<file path="config.mk">
export PLATFORM = sky130hd
export DESIGN_NAME = hbm_rd_request_flat
export DESIGN_NICKNAME = d
export VERILOG_FILES = /design/src/rtl/hbm_pkg.sv /design/src/rtl/hbm_rd_request_if.sv /design/src/rtl/hbm_rd_credit_counter.sv /design/src/rtl/hbm_rd_request.sv /design/src/flat_wrapper.sv
export SDC_FILE = /design/constraint.sdc
export NUM_CORES = 1
export LEC_CHECK = 0
export CORE_MARGIN = 2
export CORE_UTILIZATION = 35
export CTS_CLUSTER_DIAMETER = 40
export DETAILED_ROUTE_END_ITERATION = 10
export MAX_ROUTING_LAYER = met4
export PLACE_DENSITY = 0.57
export SLEW_MARGIN = 5
export SYNTH_ARGS = -nofsm -noshare
export SYNTH_HDL_FRONTEND = slang
export SYNTH_HIERARCHICAL = 1
export SYNTH_SLANG_ARGS = --single-unit
</file>
<file path="constraint.sdc">
create_clock -name clk -period 7.2 [get_ports clk]
set_input_delay 1.44 -clock clk [delete_from_list [all_inputs] [get_ports clk]]
set_output_delay 1.44 -clock clk [all_outputs]
set_load 0.05 [all_outputs]
</file>
<file path="src/rtl/hbm_pkg.sv">
// Shared definitions for the HBM read-request path: AXI constants, response
// tags shared with the R-channel dispatcher, the request FSM state type and
// the byte-length to beat-count helper.
package hbm_pkg;

  localparam int          BEAT_BYTES    = 32;
  localparam logic [2:0]  AR_SIZE_32B   = 3'b101;
  localparam logic [1:0]  AR_BURST_INCR = 2'b01;

  // Tags carried on ARID; the dispatcher routes returning beats by these.
  localparam logic [5:0]  MEM_RD_A_TAG  = 6'h01;
  localparam logic [5:0]  MEM_RD_B_TAG  = 6'h02;

  // Beat counts derived from a 32-bit byte length fit in 28 bits.
  localparam int          BEATS_W       = 28;

  typedef enum logic [1:0] {
    ST_IDLE,
    ST_ISSUE_B,
    ST_ISSUE_A,
    ST_DRAIN
  } rd_state_e;

  // ceil(len_bytes / 32), computed one bit wider so a length near 2^32 rounds up correctly.
  function automatic logic [BEATS_W-1:0] len_to_beats(input logic [31:0] len_bytes);
    logic [32:0] sum;
    sum = {1'b0, len_bytes} + 33'd31;
    return sum[32:5];
  endfunction

endpackage

</file>
<file path="src/rtl/hbm_rd_request_if.sv">
// AXI3 read-address channel toward one HBM pseudo-channel, plus the R-channel
// handshake bits that the request block snoops for credit return.
interface hbm_rd_request_if #(
  parameter int ADDR_WIDTH = 33,
  parameter int ID_WIDTH   = 6
);

  logic                  m_axi_ARVALID;
  logic                  m_axi_ARREADY;
  logic [ADDR_WIDTH-1:0] m_axi_ARADDR;
  logic [ID_WIDTH-1:0]   m_axi_ARID;
  logic [3:0]            m_axi_ARLEN;
  logic [2:0]            m_axi_ARSIZE;
  logic [1:0]            m_axi_ARBURST;
  logic                  m_axi_RVALID;
  logic                  m_axi_RREADY;
  logic                  m_axi_RLAST;

  // Request initiator: drives AR, only observes R.
  modport master (
    output m_axi_ARVALID, m_axi_ARADDR, m_axi_ARID, m_axi_ARLEN,
           m_axi_ARSIZE, m_axi_ARBURST,
    input  m_axi_ARREADY, m_axi_RVALID, m_axi_RREADY, m_axi_RLAST
  );

  // Memory side together with the dispatcher that owns RREADY.
  modport slave (
    input  m_axi_ARVALID, m_axi_ARADDR, m_axi_ARID, m_axi_ARLEN,
           m_axi_ARSIZE, m_axi_ARBURST,
    output m_axi_ARREADY, m_axi_RVALID, m_axi_RREADY, m_axi_RLAST
  );

endinterface

</file>
<file path="src/rtl/hbm_rd_credit_counter.sv">
// Outstanding-burst counter: counts up on AR acceptance, down on a returned
// RLAST beat. A return with nothing outstanding is ignored.
module hbm_rd_credit_counter #(
  parameter int WIDTH = 6
) (
  input  logic             clk,
  input  logic             rst_n,
  input  logic             inc,
  input  logic             dec,
  input  logic [WIDTH-1:0] max,
  output logic [WIDTH-1:0] count,
  output logic             has_credit,
  output logic             empty
);

  logic [WIDTH-1:0] count_q;
  logic             dec_eff;

  assign dec_eff = dec && (count_q != '0);

  // Track in-flight bursts; simultaneous inc and dec cancel.
  // NOTE: registers use non-blocking assignment so every flop samples pre-edge values; blocking here would create order-dependent simulation.
  // NOTE: reset is synchronous, so rst_n is tested inside the clocked block and is not in the sensitivity list.
  always_ff @(posedge clk) begin
    if (!rst_n) begin
      count_q <= '0;
    end else if (inc && !dec_eff) begin
      count_q <= count_q + 1'b1;
    end else if (!inc && dec_eff) begin
      count_q <= count_q - 1'b1;
    end
  end

  assign count      = count_q;
  assign has_credit = count_q < max;
  assign empty      = count_q == '0;

endmodule

</file>
<file path="src/rtl/hbm_rd_request.sv">
// AXI3 AR initiator for SGD epochs: per epoch issues the B (label) region,
// then the A (feature) region, then drains outstanding bursts before the next
// epoch. Optional stall statistics are enabled by defining HBM_RD_REQ_STATS_EN.
module hbm_rd_request
  import hbm_pkg::*;
#(
  parameter int ADDR_WIDTH      = 33,
  parameter int ID_WIDTH        = 6,
  parameter int BURST_BEATS     = 16,
  parameter int MAX_OUTSTANDING = 32
) (
  input  logic                  clk,
  input  logic                  rst_n,
  input  logic                  start,
  input  logic [ADDR_WIDTH-1:0] addr_a,
  input  logic [ADDR_WIDTH-1:0] addr_b,
  input  logic [31:0]           data_length,
  input  logic [31:0]           b_length,
  input  logic [31:0]           num_epochs,
  hbm_rd_request_if.master      m_axi,
  output logic                  busy,
  output logic                  done,
  output logic [31:0]           ar_a_counter,
  output logic [31:0]           ar_b_counter,
  output logic [31:0]           stall_counter
);

  localparam int                    CNT_W        = $clog2(MAX_OUTSTANDING + 1);
  localparam logic [CNT_W-1:0]      CREDIT_MAX   = CNT_W'(MAX_OUTSTANDING);
  localparam logic [CNT_W-1:0]      CREDIT_LAST  = CNT_W'(MAX_OUTSTANDING - 1);
  localparam logic [ADDR_WIDTH-1:0] BURST_STRIDE = ADDR_WIDTH'(BURST_BEATS * BEAT_BYTES);
  localparam logic [BEATS_W-1:0]    MAX_BEATS    = BEATS_W'(BURST_BEATS);

  rd_state_e             state_q, state_d;
  logic                  arvalid_q;
  logic [ADDR_WIDTH-1:0] araddr_q;
  logic [ID_WIDTH-1:0]   arid_q;
  logic [3:0]            arlen_q;
  logic [ADDR_WIDTH-1:0] base_a_q, base_b_q, cur_a_q, cur_b_q;
  logic [31:0]           len_a_q, len_b_q, epochs_q, epoch_cnt_q;
  logic [BEATS_W-1:0]    rem_a_q, rem_b_q;
  logic                  busy_q, done_q;
  logic [31:0]           a_cnt_q, b_cnt_q;

  logic                  ar_hs, r_last_hs, slot_free, credit_ok;
  logic                  issue_a, issue_b, load_cfg, reload, finish;
  logic [BEATS_W-1:0]    sel_rem, sel_beats;
  logic [CNT_W-1:0]      credit_count;
  logic                  credit_has, credit_empty;

  assign ar_hs     = arvalid_q && m_axi.m_axi_ARREADY;
  assign r_last_hs = m_axi.m_axi_RVALID && m_axi.m_axi_RREADY && m_axi.m_axi_RLAST;
  // A new burst may load when nothing is presented or the presented one leaves this edge.
  assign slot_free = !arvalid_q || ar_hs;
  // Count the burst accepted this edge so the next one never exceeds the limit.
  assign credit_ok = credit_has &&
                     !(ar_hs && !(r_last_hs && !credit_empty) && credit_count == CREDIT_LAST);

  assign sel_rem   = issue_b ? rem_b_q : rem_a_q;
  assign sel_beats = (sel_rem > MAX_BEATS) ? MAX_BEATS : sel_rem;

  hbm_rd_credit_counter #(.WIDTH(CNT_W)) u_credit (
    .clk        (clk),
    .rst_n      (rst_n),
    .inc        (ar_hs),
    .dec        (r_last_hs),
    .max        (CREDIT_MAX),
    .count      (credit_count),
    .has_credit (credit_has),
    .empty      (credit_empty)
  );

  // FSM state register.
  always_ff @(posedge clk) begin
    if (!rst_n) state_q <= ST_IDLE;
    else        state_q <= state_d;
  end

  // Next-state and per-cycle control strobes.
  // NOTE: every signal driven here gets a default first, so no path leaves one unassigned and no latch is inferred.
  always_comb begin
    state_d  = state_q;
    issue_a  = 1'b0;
    issue_b  = 1'b0;
    load_cfg = 1'b0;
    reload   = 1'b0;
    finish   = 1'b0;
    unique case (state_q)
      ST_IDLE: begin
        if (start) begin
          load_cfg = 1'b1;
          state_d  = ST_ISSUE_B;
        end
      end
      ST_ISSUE_B: begin
        if (rem_b_q == '0)             state_d = ST_ISSUE_A;
        else if (slot_free && credit_ok) issue_b = 1'b1;
      end
      ST_ISSUE_A: begin
        if (rem_a_q == '0)             state_d = ST_DRAIN;
        else if (slot_free && credit_ok) issue_a = 1'b1;
      end
      ST_DRAIN: begin
        if (!arvalid_q && credit_empty) begin
          if ((epoch_cnt_q + 32'd1) < epochs_q) begin
            reload  = 1'b1;
            state_d = ST_ISSUE_B;
          end else begin
            finish  = 1'b1;
            state_d = ST_IDLE;
          end
        end
      end
      default: state_d = ST_IDLE;
    endcase
  end

  // Configuration, region walkers, AR output register and burst counters.
  always_ff @(posedge clk) begin
    if (!rst_n) begin
      arvalid_q   <= 1'b0;
      araddr_q    <= '0;
      arid_q      <= '0;
      arlen_q     <= '0;
      base_a_q    <= '0;
      base_b_q    <= '0;
      cur_a_q     <= '0;
      cur_b_q     <= '0;
      len_a_q     <= '0;
      len_b_q     <= '0;
      rem_a_q     <= '0;
      rem_b_q     <= '0;
      epochs_q    <= '0;
      epoch_cnt_q <= '0;
      busy_q      <= 1'b0;
      done_q      <= 1'b0;
      a_cnt_q     <= '0;
      b_cnt_q     <= '0;
    end else begin
      done_q <= finish;
      if (load_cfg) begin
        base_a_q    <= addr_a;
        base_b_q    <= addr_b;
        cur_a_q     <= addr_a;
        cur_b_q     <= addr_b;
        len_a_q     <= data_length;
        len_b_q     <= b_length;
        rem_a_q     <= len_to_beats(data_length);
        rem_b_q     <= len_to_beats(b_length);
        epochs_q    <= (num_epochs == 32'd0) ? 32'd1 : num_epochs;
        epoch_cnt_q <= '0;
        busy_q      <= 1'b1;
        a_cnt_q     <= '0;
        b_cnt_q     <= '0;
      end else begin
        if (reload) begin
          cur_a_q     <= base_a_q;
          cur_b_q     <= base_b_q;
          rem_a_q     <= len_to_beats(len_a_q);
          rem_b_q     <= len_to_beats(len_b_q);
          epoch_cnt_q <= epoch_cnt_q + 32'd1;
        end
        if (finish) busy_q <= 1'b0;
        if (ar_hs && arid_q == ID_WIDTH'(MEM_RD_A_TAG)) a_cnt_q <= a_cnt_q + 32'd1;
        if (ar_hs && arid_q == ID_WIDTH'(MEM_RD_B_TAG)) b_cnt_q <= b_cnt_q + 32'd1;
        if (issue_b) begin
          cur_b_q <= cur_b_q + BURST_STRIDE;
          rem_b_q <= rem_b_q - sel_beats;
        end
        if (issue_a) begin
          cur_a_q <= cur_a_q + BURST_STRIDE;
          rem_a_q <= rem_a_q - sel_beats;
        end
      end
      if (issue_a || issue_b) begin
        arvalid_q <= 1'b1;
        araddr_q  <= issue_b ? cur_b_q : cur_a_q;
        arid_q    <= issue_b ? ID_WIDTH'(MEM_RD_B_TAG) : ID_WIDTH'(MEM_RD_A_TAG);
        arlen_q   <= 4'(sel_beats - 1'b1);
      end else if (ar_hs) begin
        arvalid_q <= 1'b0;
      end
    end
  end

`ifdef HBM_RD_REQ_STATS_EN
  logic [31:0] stall_q;

  // Cycles lost to slave backpressure or to an exhausted credit pool.
  always_ff @(posedge clk) begin
    if (!rst_n) begin
      stall_q <= '0;
    end else if (load_cfg) begin
      stall_q <= '0;
    end else if ((arvalid_q && !m_axi.m_axi_ARREADY) ||
                 ((state_q == ST_ISSUE_A || state_q == ST_ISSUE_B) &&
                  credit_count == CREDIT_MAX)) begin
      stall_q <= stall_q + 32'd1;
    end
  end

  assign stall_counter = stall_q;
`else
  assign stall_counter = '0;
`endif

  assign m_axi.m_axi_ARVALID = arvalid_q;
  assign m_axi.m_axi_ARADDR  = araddr_q;
  assign m_axi.m_axi_ARID    = arid_q;
  assign m_axi.m_axi_ARLEN   = arlen_q;
  assign m_axi.m_axi_ARSIZE  = AR_SIZE_32B;
  assign m_axi.m_axi_ARBURST = AR_BURST_INCR;
  assign busy                = busy_q;
  assign done                = done_q;
  assign ar_a_counter        = a_cnt_q;
  assign ar_b_counter        = b_cnt_q;

endmodule

</file>
<file path="src/flat_wrapper.sv">
// flat-port wrapper written by rule: the top's interface ports become plain ports
module hbm_rd_request_flat import hbm_pkg::*;
#(
  parameter int ADDR_WIDTH      = 33,
  parameter int ID_WIDTH        = 6,
  parameter int BURST_BEATS     = 16,
  parameter int MAX_OUTSTANDING = 32
)
  (clk, rst_n, start, addr_a, addr_b, data_length, b_length, num_epochs, busy, done, ar_a_counter, ar_b_counter, stall_counter, m_axi_m_axi_ARVALID, m_axi_m_axi_ARADDR, m_axi_m_axi_ARID, m_axi_m_axi_ARLEN, m_axi_m_axi_ARSIZE, m_axi_m_axi_ARBURST, m_axi_m_axi_ARREADY, m_axi_m_axi_RVALID, m_axi_m_axi_RREADY, m_axi_m_axi_RLAST);
  hbm_rd_request_if #(.ADDR_WIDTH(ADDR_WIDTH), .ID_WIDTH(ID_WIDTH)) m_axi_i ();
  input  logic clk;
  input  logic rst_n;
  input  logic start;
  input  logic [ADDR_WIDTH-1:0] addr_a;
  input  logic [ADDR_WIDTH-1:0] addr_b;
  input  logic [31:0] data_length;
  input  logic [31:0] b_length;
  input  logic [31:0] num_epochs;
  output logic busy;
  output logic done;
  output logic [31:0] ar_a_counter;
  output logic [31:0] ar_b_counter;
  output logic [31:0] stall_counter;
  output wire logic [$bits(m_axi_i.m_axi_ARVALID)-1:0] m_axi_m_axi_ARVALID;
  output wire logic [$bits(m_axi_i.m_axi_ARADDR)-1:0] m_axi_m_axi_ARADDR;
  output wire logic [$bits(m_axi_i.m_axi_ARID)-1:0] m_axi_m_axi_ARID;
  output wire logic [$bits(m_axi_i.m_axi_ARLEN)-1:0] m_axi_m_axi_ARLEN;
  output wire logic [$bits(m_axi_i.m_axi_ARSIZE)-1:0] m_axi_m_axi_ARSIZE;
  output wire logic [$bits(m_axi_i.m_axi_ARBURST)-1:0] m_axi_m_axi_ARBURST;
  input wire logic [$bits(m_axi_i.m_axi_ARREADY)-1:0] m_axi_m_axi_ARREADY;
  input wire logic [$bits(m_axi_i.m_axi_RVALID)-1:0] m_axi_m_axi_RVALID;
  input wire logic [$bits(m_axi_i.m_axi_RREADY)-1:0] m_axi_m_axi_RREADY;
  input wire logic [$bits(m_axi_i.m_axi_RLAST)-1:0] m_axi_m_axi_RLAST;
  assign m_axi_m_axi_ARVALID = m_axi_i.m_axi_ARVALID;
  assign m_axi_m_axi_ARADDR = m_axi_i.m_axi_ARADDR;
  assign m_axi_m_axi_ARID = m_axi_i.m_axi_ARID;
  assign m_axi_m_axi_ARLEN = m_axi_i.m_axi_ARLEN;
  assign m_axi_m_axi_ARSIZE = m_axi_i.m_axi_ARSIZE;
  assign m_axi_m_axi_ARBURST = m_axi_i.m_axi_ARBURST;
  assign m_axi_i.m_axi_ARREADY = m_axi_m_axi_ARREADY;
  assign m_axi_i.m_axi_RVALID = m_axi_m_axi_RVALID;
  assign m_axi_i.m_axi_RREADY = m_axi_m_axi_RREADY;
  assign m_axi_i.m_axi_RLAST = m_axi_m_axi_RLAST;
  hbm_rd_request #(.ADDR_WIDTH(ADDR_WIDTH), .ID_WIDTH(ID_WIDTH), .BURST_BEATS(BURST_BEATS), .MAX_OUTSTANDING(MAX_OUTSTANDING)) u_core (.clk(clk), .rst_n(rst_n), .start(start), .addr_a(addr_a), .addr_b(addr_b), .data_length(data_length), .b_length(b_length), .num_epochs(num_epochs), .m_axi(m_axi_i), .busy(busy), .done(done), .ar_a_counter(ar_a_counter), .ar_b_counter(ar_b_counter), .stall_counter(stall_counter));
endmodule
</file>
==> results of run 1 <==
[worst max-delay path by stage]
stage / depth (start not counted) / slack [ns] / startpoint / end
finish: 20 / 1.15 / u_core/u_credit/count[3] / u_core/rem_b_q[26]
global route: 20 / 0.69 / u_core/u_credit/count[3] / u_core/rem_b_q[26]
CTS: 20 / 1.20 / u_core/u_credit/count[3] / u_core/rem_b_q[26]
detailed placement: 19 / 0.61 / m_axi_m_axi_RREADY / u_core/rem_b_q[26]
global placement: 19 / 0.75 / m_axi_m_axi_RREADY / u_core/rem_b_q[26]
floorplan: 20 / 1.40 / m_axi_m_axi_RREADY / u_core/rem_b_q[26]
[metal layers]
layer | vias up | part of all wire [%] | GRT usage [%]
met5 | - | 0 | -
met4 | 0 | 2.9 | 7.26
met3 | 141 | 6.6 | 5.17
met2 | 602 | 47 | 34.6
met1 | 11000 | 44 | 26.0
li1 | 11800 | - | -
[tightest hold or removal path: stages (launching register included)]
cell	delay [ns]
dfxtp_1	0.30
nand2_1	0.05
a21oi_1	0.05
[placed cells by master, fill, tap and decap left out, drive strengths merged, types with 19 or more instances in the layout]
cell type / instances
a211oi: 37
a21o: 35
a21oi: 285
a311oi: 51
a31oi: 37
and3: 50
and4: 19
buf: 35
clkbuf: 104
clkdlybuf4s50: 273
clkinv: 24
conb: 91
dfxtp: 430
ha: 104
inv: 97
nand2: 608
nand3: 115
nand4: 60
nor2: 262
nor3: 42
nor4: 26
o211ai: 62
o21ai: 171
xnor2: 138
xor2: 160
[report_power, final]
group | switching (mW) | internal (mW) | total (mW)
combinational | 3.27 | 1.75 | 5.02
sequential | 0.552 | 2.96 | 3.51
clock | 1.49 | 2.83 | 4.32
total | 5.31 | 7.54 | 12.9
[final cells by class]
cell class / count / area, sq um
Fill cell: 7050 / 38600
Multi-Input combinational cell: 2584 / 15400
Sequential cell: 430 / 8610
Timing Repair Buffer: 308 / 3020
Clock buffer: 104 / 2370
Tap cell: 940 / 1180
Clock inverter: 61 / 816
Inverter: 87 / 334
Antenna cell: 6 / 15.0
[kinds of logic after synthesis]
kind of cell	synth area share, %
and+or+nand+nor	22.7
AOI/OAI and AO/OA	20.7
DFF	34.5
buffers and inverters	5.36
xor gates and xnor gates	10.5
adders and majority gates	5.54
muxes	0.693
other	0.0301
[registers in the layout, indices dropped and copies added (netlist names), 28 cells and up]
signal / cells
u_core/base_a_q: 33
u_core/base_b_q: 33
u_core/cur_a_q: 33
u_core/cur_b_q: 33
u_core/m_axi.m_axi_ARADDR: 33
u_core/ar_a_counter: 32
u_core/ar_b_counter: 32
u_core/epoch_cnt_q: 32
u_core/epochs_q: 32
u_core/len_a_q: 32
u_core/len_b_q: 32
u_core/rem_a_q: 28
u_core/rem_b_q: 28
[stage by stage]
step                hold WS, ns  worst slack [ns]
floorplan                 0.431              1.40
global placement          0.439             0.747
detailed placement        0.444             0.613
CTS                       0.451              1.20
global route              0.467             0.691
finish                    0.450              1.15
==> metrics.yaml, run 1 <==
power_and_ir_drop:
  p_per_area_mw_per_mm2: 405
  p_leak_nw: 11.9
  irDropWorstVdd_mv: 0.256
  p_total_mw: 12.9
finish:
  fin_area_sq_mm: 0.0317
  drive_gt1_share_pct: 6.97
  nets: 3775
  syn2layout_area_growth_pct: 27.2
  stdcell_count: 4520
  fin_util_pct: 45.1
timing:
  setup_tns_ns: 0
  period_share_pct: 84.0
  tightestPinTransition_ns: 1.11
  clock.fmax_mhz: 165
  period_needed_ns: 6.05
  hold_viol: 0
  skew_ns: 0.0260
  final_max_slew_viol_count: 0
  slew_headroom_pct: 25.7
  finalSetupViolCount: 0
  grt_setup_unrepaired: "no"
cts:
  ctsHoldBuffers: 0
  cts.clk_slew.worst_paths_ns: 0.05
  postCtsSetupRepairBufs: 0
  cts.sinks: 430
  cts_buffer_depth: 3
  tritoncts: "built"
  clk_latency_ns: 0.64
  cts_resized: 0
  clockRootBuffer: "clkbuf_16"
  htree_num_levels: 3
  cts_buffers: 88
placement:
  io_buffers: 274
  gp_congestion: 0.899
  dp_hpwl_um: 54300
  placed_cell_area_sq_mm: 0.0285
  post-place-cells: 4349
worst_hold_path:
  hp-start: "u_core/base_a_q[14]"
  holdPathStages: 2
  whs_endpoint: "u_core/base_a_q[14]"
  worstHoldPathType: "flip-flop to flip-flop"
status:
  outcome: "complete, no violations"
worst_setup_path:
  crit_top_cell: "a21oi_1"
  path_delay_family: "simple AND/OR/NAND/NOR gates"
  cp-end-kind: "flip-flop"
  worstPathRequired_ns: 7.72
  crit_buf_inv: 1
  r2r_end: "u_core/rem_b_q[26]"
  critPathMaxFanout: 12
  criticalPathCategory: "flip-flop to flip-flop"
  slowest_stage: "or4_1"
  r2r_slack_ns: 1.15
  ff2ff_path_depth: 20
  cp.arrival_ns: 6.57
  startpoint_type: "flip-flop"
  crit_chain: "or4_1 > nor3_2 > and4b_1 > or3_1 > nand2_1 > o22ai_1 > nor2_1 > ha_1 > inv_1 > fa_1 > a21o_1 > a21oi_1 > o31ai_1 > o21ai_0 > o41ai_4 > a2111oi_4 > o221ai_1 > a21oi_1 > xor2_1 > o21ai_1"
  r2r-start: "u_core/u_credit/count[3]"
  slowest_delay_ns: 0.54
routing:
  vias_per_cell: 5.22
  drc: 0
  dr.pass1.iters: 5
  wirelength_um: 78400
  drt_iter0_markers: 1458
  ant_nets: 0
  via_count: 23600
  wl_per_cell_um: 17.4
floorplanning:
  initial_core_util_pct: 35.5
  core_sq_mm: 0.0703
  ios: 316
  die_x_um: 271
  die_y_um: 271
  die_area_sq_mm: 0.0734
  row_count: 97
synth:
  ys_types: 86
  avgSynthCellArea_sq_um: 7.70
  yosysWarnings: 6
  synth_edf_count: 0
  async_flop_share_pct: 0
  syn_area_sq_mm: 0.0249
  yosys.area.top_type: "dfxtp_1"
  ys.flop_type: "dfxtp_1"
  synth_commonest_cells: "nand2_1 (608), dfxtp_1 (430), a21oi_1 (284)"
  ys_seq_area_share_pct: 34.5
  ys_seq_elements: 430
  syn_inst: 3237
  synth.most_common_cell: "nand2_1"
  synth_area_leaders: "dfxtp_1 (35%), nand2_1 (9.2%), a21oi_1 (5.7%), xor2_1 (5.6%), ha_1 (5.2%)"
  synth_top_area_share_pct: 34.5
grt:
  grt_pass1_wl_um: 124000
  grt_remaining_overflow: 0
  grt_pass1_vias: 22800
  grtUsageTotal_pct: 21.4
  antenna_found_initial: 5
  grt_max_degree: 176
job:
  cap_violations: 0
(Power assumes the default switching activity.)
==> run 2: changes to the inputs <==
==> constraint.sdc (replaced) <==
create_clock -name clk -period 5.6 [get_ports clk]
set_input_delay 1.12 -clock clk [delete_from_list [all_inputs] [get_ports clk]]
set_output_delay 1.12 -clock clk [all_outputs]
set_load 0.05 [all_outputs]
==> metrics.yaml, run 2 (synthesized netlist as in run 1, its figures left out) <==
grt:
  grt_pass1_vias: 22700
  grt_max_degree: 148
  grtUsageTotal_pct: 21.3
  grt_pass1_wl_um: 123000
  grt_remaining_overflow: 0
  antenna_found_initial: 4
placement:
  gp_congestion: 0.890
  dp_slack_ns: -0.0417
  io_buffers: 274
  dp_hpwl_um: 55600
timing:
  tightestPinTransition_ns: 1.09
  period_share_pct: 93.7
  hold_viol: 0
  setup_slack_ns: 0.355
  grt_setup_unrepaired: "yes"
  final_max_slew_viol_count: 0
  skew_ns: 0.0319
  finalSetupViolCount: 0
  clock.fmax_mhz: 191
  slew_headroom_pct: 27.1
  period_needed_ns: 5.25
worst_setup_path:
  r2r-start: "u_core/u_credit/count[3]"
  crit_buf_inv: 2
  crit_chain: "or4_1 > nor3_4 > and4b_1 > or3_1 > nand2_1 > a21o_4 > a21oi_1 > nor2_1 > ha_1 > inv_1 > fa_1 > a21o_1 > a21oi_1 > o31ai_1 > o21ai_1 > o41ai_4 > a2111oi_4 > buf_4 > xnor2_1 > nand2_1 > a32o_1"
  cp.arrival_ns: 5.76
  path_delay_family: "simple AND/OR/NAND/NOR gates"
  ff2ff_path_depth: 21
  r2r_end: "u_core/rem_b_q[18]"
  cp-end-kind: "flip-flop"
  slowest_stage: "or4_1"
  worstPathRequired_ns: 6.12
  criticalPathCategory: "flip-flop to flip-flop"
  critPathMaxFanout: 8
  slowest_delay_ns: 0.58
  endpoint: "u_core/rem_b_q[18]"
  r2r_slack_ns: 0.35
  cp.depth: 21
  startpoint_type: "flip-flop"
  crit_start: "u_core/u_credit/count[3]"
power_and_ir_drop:
  p_total_mw: 16.8
  power_frac_comb_pct: 39.9
  power.switching_mw: 6.87
  irDropWorstVdd_mv: 0.480
  p_seq_share_pct: 27.0
  pwr-share-clk_pct: 33.1
  p_per_area_mw_per_mm2: 523
  p_int_mw: 9.89
  p_leak_nw: 12.0
  switching_share_pct: 41.0
floorplanning:
  die_area_sq_mm: 0.0734
  core_sq_mm: 0.0703
  die_x_um: 271
  row_count: 97
  die_y_um: 271
  initial_core_util_pct: 35.5
  ios: 316
finish:
  nets: 3803
  drive_gt1_share_pct: 7.80
  register_area_sq_mm: 0.00861
  syn2layout_area_growth_pct: 28.5
  fin_util_pct: 45.6
  multiInputGateArea_sq_mm: 0.0154
  final_cell_mix: "nand2_1 (604), dfxtp_1 (430), a21oi_1 (282), clkdlybuf4s50_1 (273), nor2_1 (256)"
  num-fill-cells: 6991
  layout_commonest_cell: "nand2_1"
cts:
  ctsHoldBuffers: 0
  clockRootBuffer: "clkbuf_16"
  htree_num_levels: 3
  cts.clk_slew.worst_paths_ns: 0.05
  cts_buffers: 88
  cts.sinks: 430
  tritoncts: "built"
  cts_buffer_depth: 3
  clk_latency_ns: 0.64
worst_hold_path:
  worstHoldPathType: "flip-flop to flip-flop"
routing:
  via_count: 23600
  drt_iter0_markers: 1613
  ant_nets: 0
  dr.pass1.iters: 5
  vias_per_cell: 5.20
  wirelength_um: 78300
  wl_per_cell_um: 17.2
  drc: 0
job:
  cap_violations: 0
status:
  outcome: "complete, no violations"
[run 2: changes by cell type in the layout (fill, tap and decap cells not counted), sizes merged]
cell,previous run,this run
diode,6,4
bufinv,12,13
clkbuf,104,101
buf,35,63
clkinvlp,15,17
clkinv,24,28
inv,97,92
[run 2: worst min-delay path by stage]
stage	to	start	slack [ns]	cells past startpoint
floorplan	u_core/len_a_q[4]	u_core/len_a_q[4]	0.43	2
global placement	u_core/len_b_q[2]	u_core/len_b_q[2]	0.44	2
detailed placement	u_core/len_a_q[3]	u_core/len_a_q[3]	0.44	2
CTS	u_core/len_a_q[3]	u_core/len_a_q[3]	0.45	2
global route	u_core/base_b_q[15]	u_core/base_b_q[15]	0.47	2
finish	u_core/base_a_q[16]	u_core/base_a_q[16]	0.45	2
[run 2: area by class of cell]
class	instances	share of cell area [%]
inverters	87	1.04
clock inverters	63	2.61
well taps	940	3.67
diodes	4	0.0312
multi-input cells	2584	48.0
repair buffers	336	10.4
flip-flops and latches	430	26.9
clock buffers	101	7.34
[run 2: tightest hold or removal path: cells and delay by family, from the launching register on]
kind / cells / cell delay [ns]
compound gates: 1 / 0.05
flops: 1 / 0.30
simple gates: 1 / 0.05
[run 2: power groups by stage]
| stage | combinational [mW] | sequential, mW | clock [mW] |
|---|---|---|---|
| 6_report | 6.68 | 4.53 | 5.55 |
| 2_1_floorplan | 4.18 | 4.82 | 0 |
| 3_5_place_dp | 6.62 | 4.56 | 0 |
| 4_1_cts | 6.66 | 4.52 | 5.66 |
| 3_3_place_gp | 6.62 | 4.57 | 0 |
| 5_1_grt | 7.35 | 4.63 | 5.82 |
[run 2: timing repair]
action                                  4_1_cts  5_1_grt
endpoints found under the setup margin        0       27
setup buffers                                 0        0
gates resized for setup                       0        5
[run 2: metrics by stage]
stage               hold WS [ns]  area, sq um  setup TNS [ns]  std cells
global route               0.471        32000         -0.0907       4545
CTS                        0.452        32000               0       4541
detailed placement         0.444        28800         -0.0680       4377
finish                     0.451        32000               0       4545
floorplan                  0.431        25300               0       3326
global placement           0.441        28800               0       4377
[run 2: metal layers]
metal  global-route usage [%]  up-vias  wire [um]
met5                        -        -          0
met4                     7.04        0       2060
met3                     5.17      134       5010
met2                     34.0      567      36500
met1                     26.3    11100      34700
li1                         -    11900          -
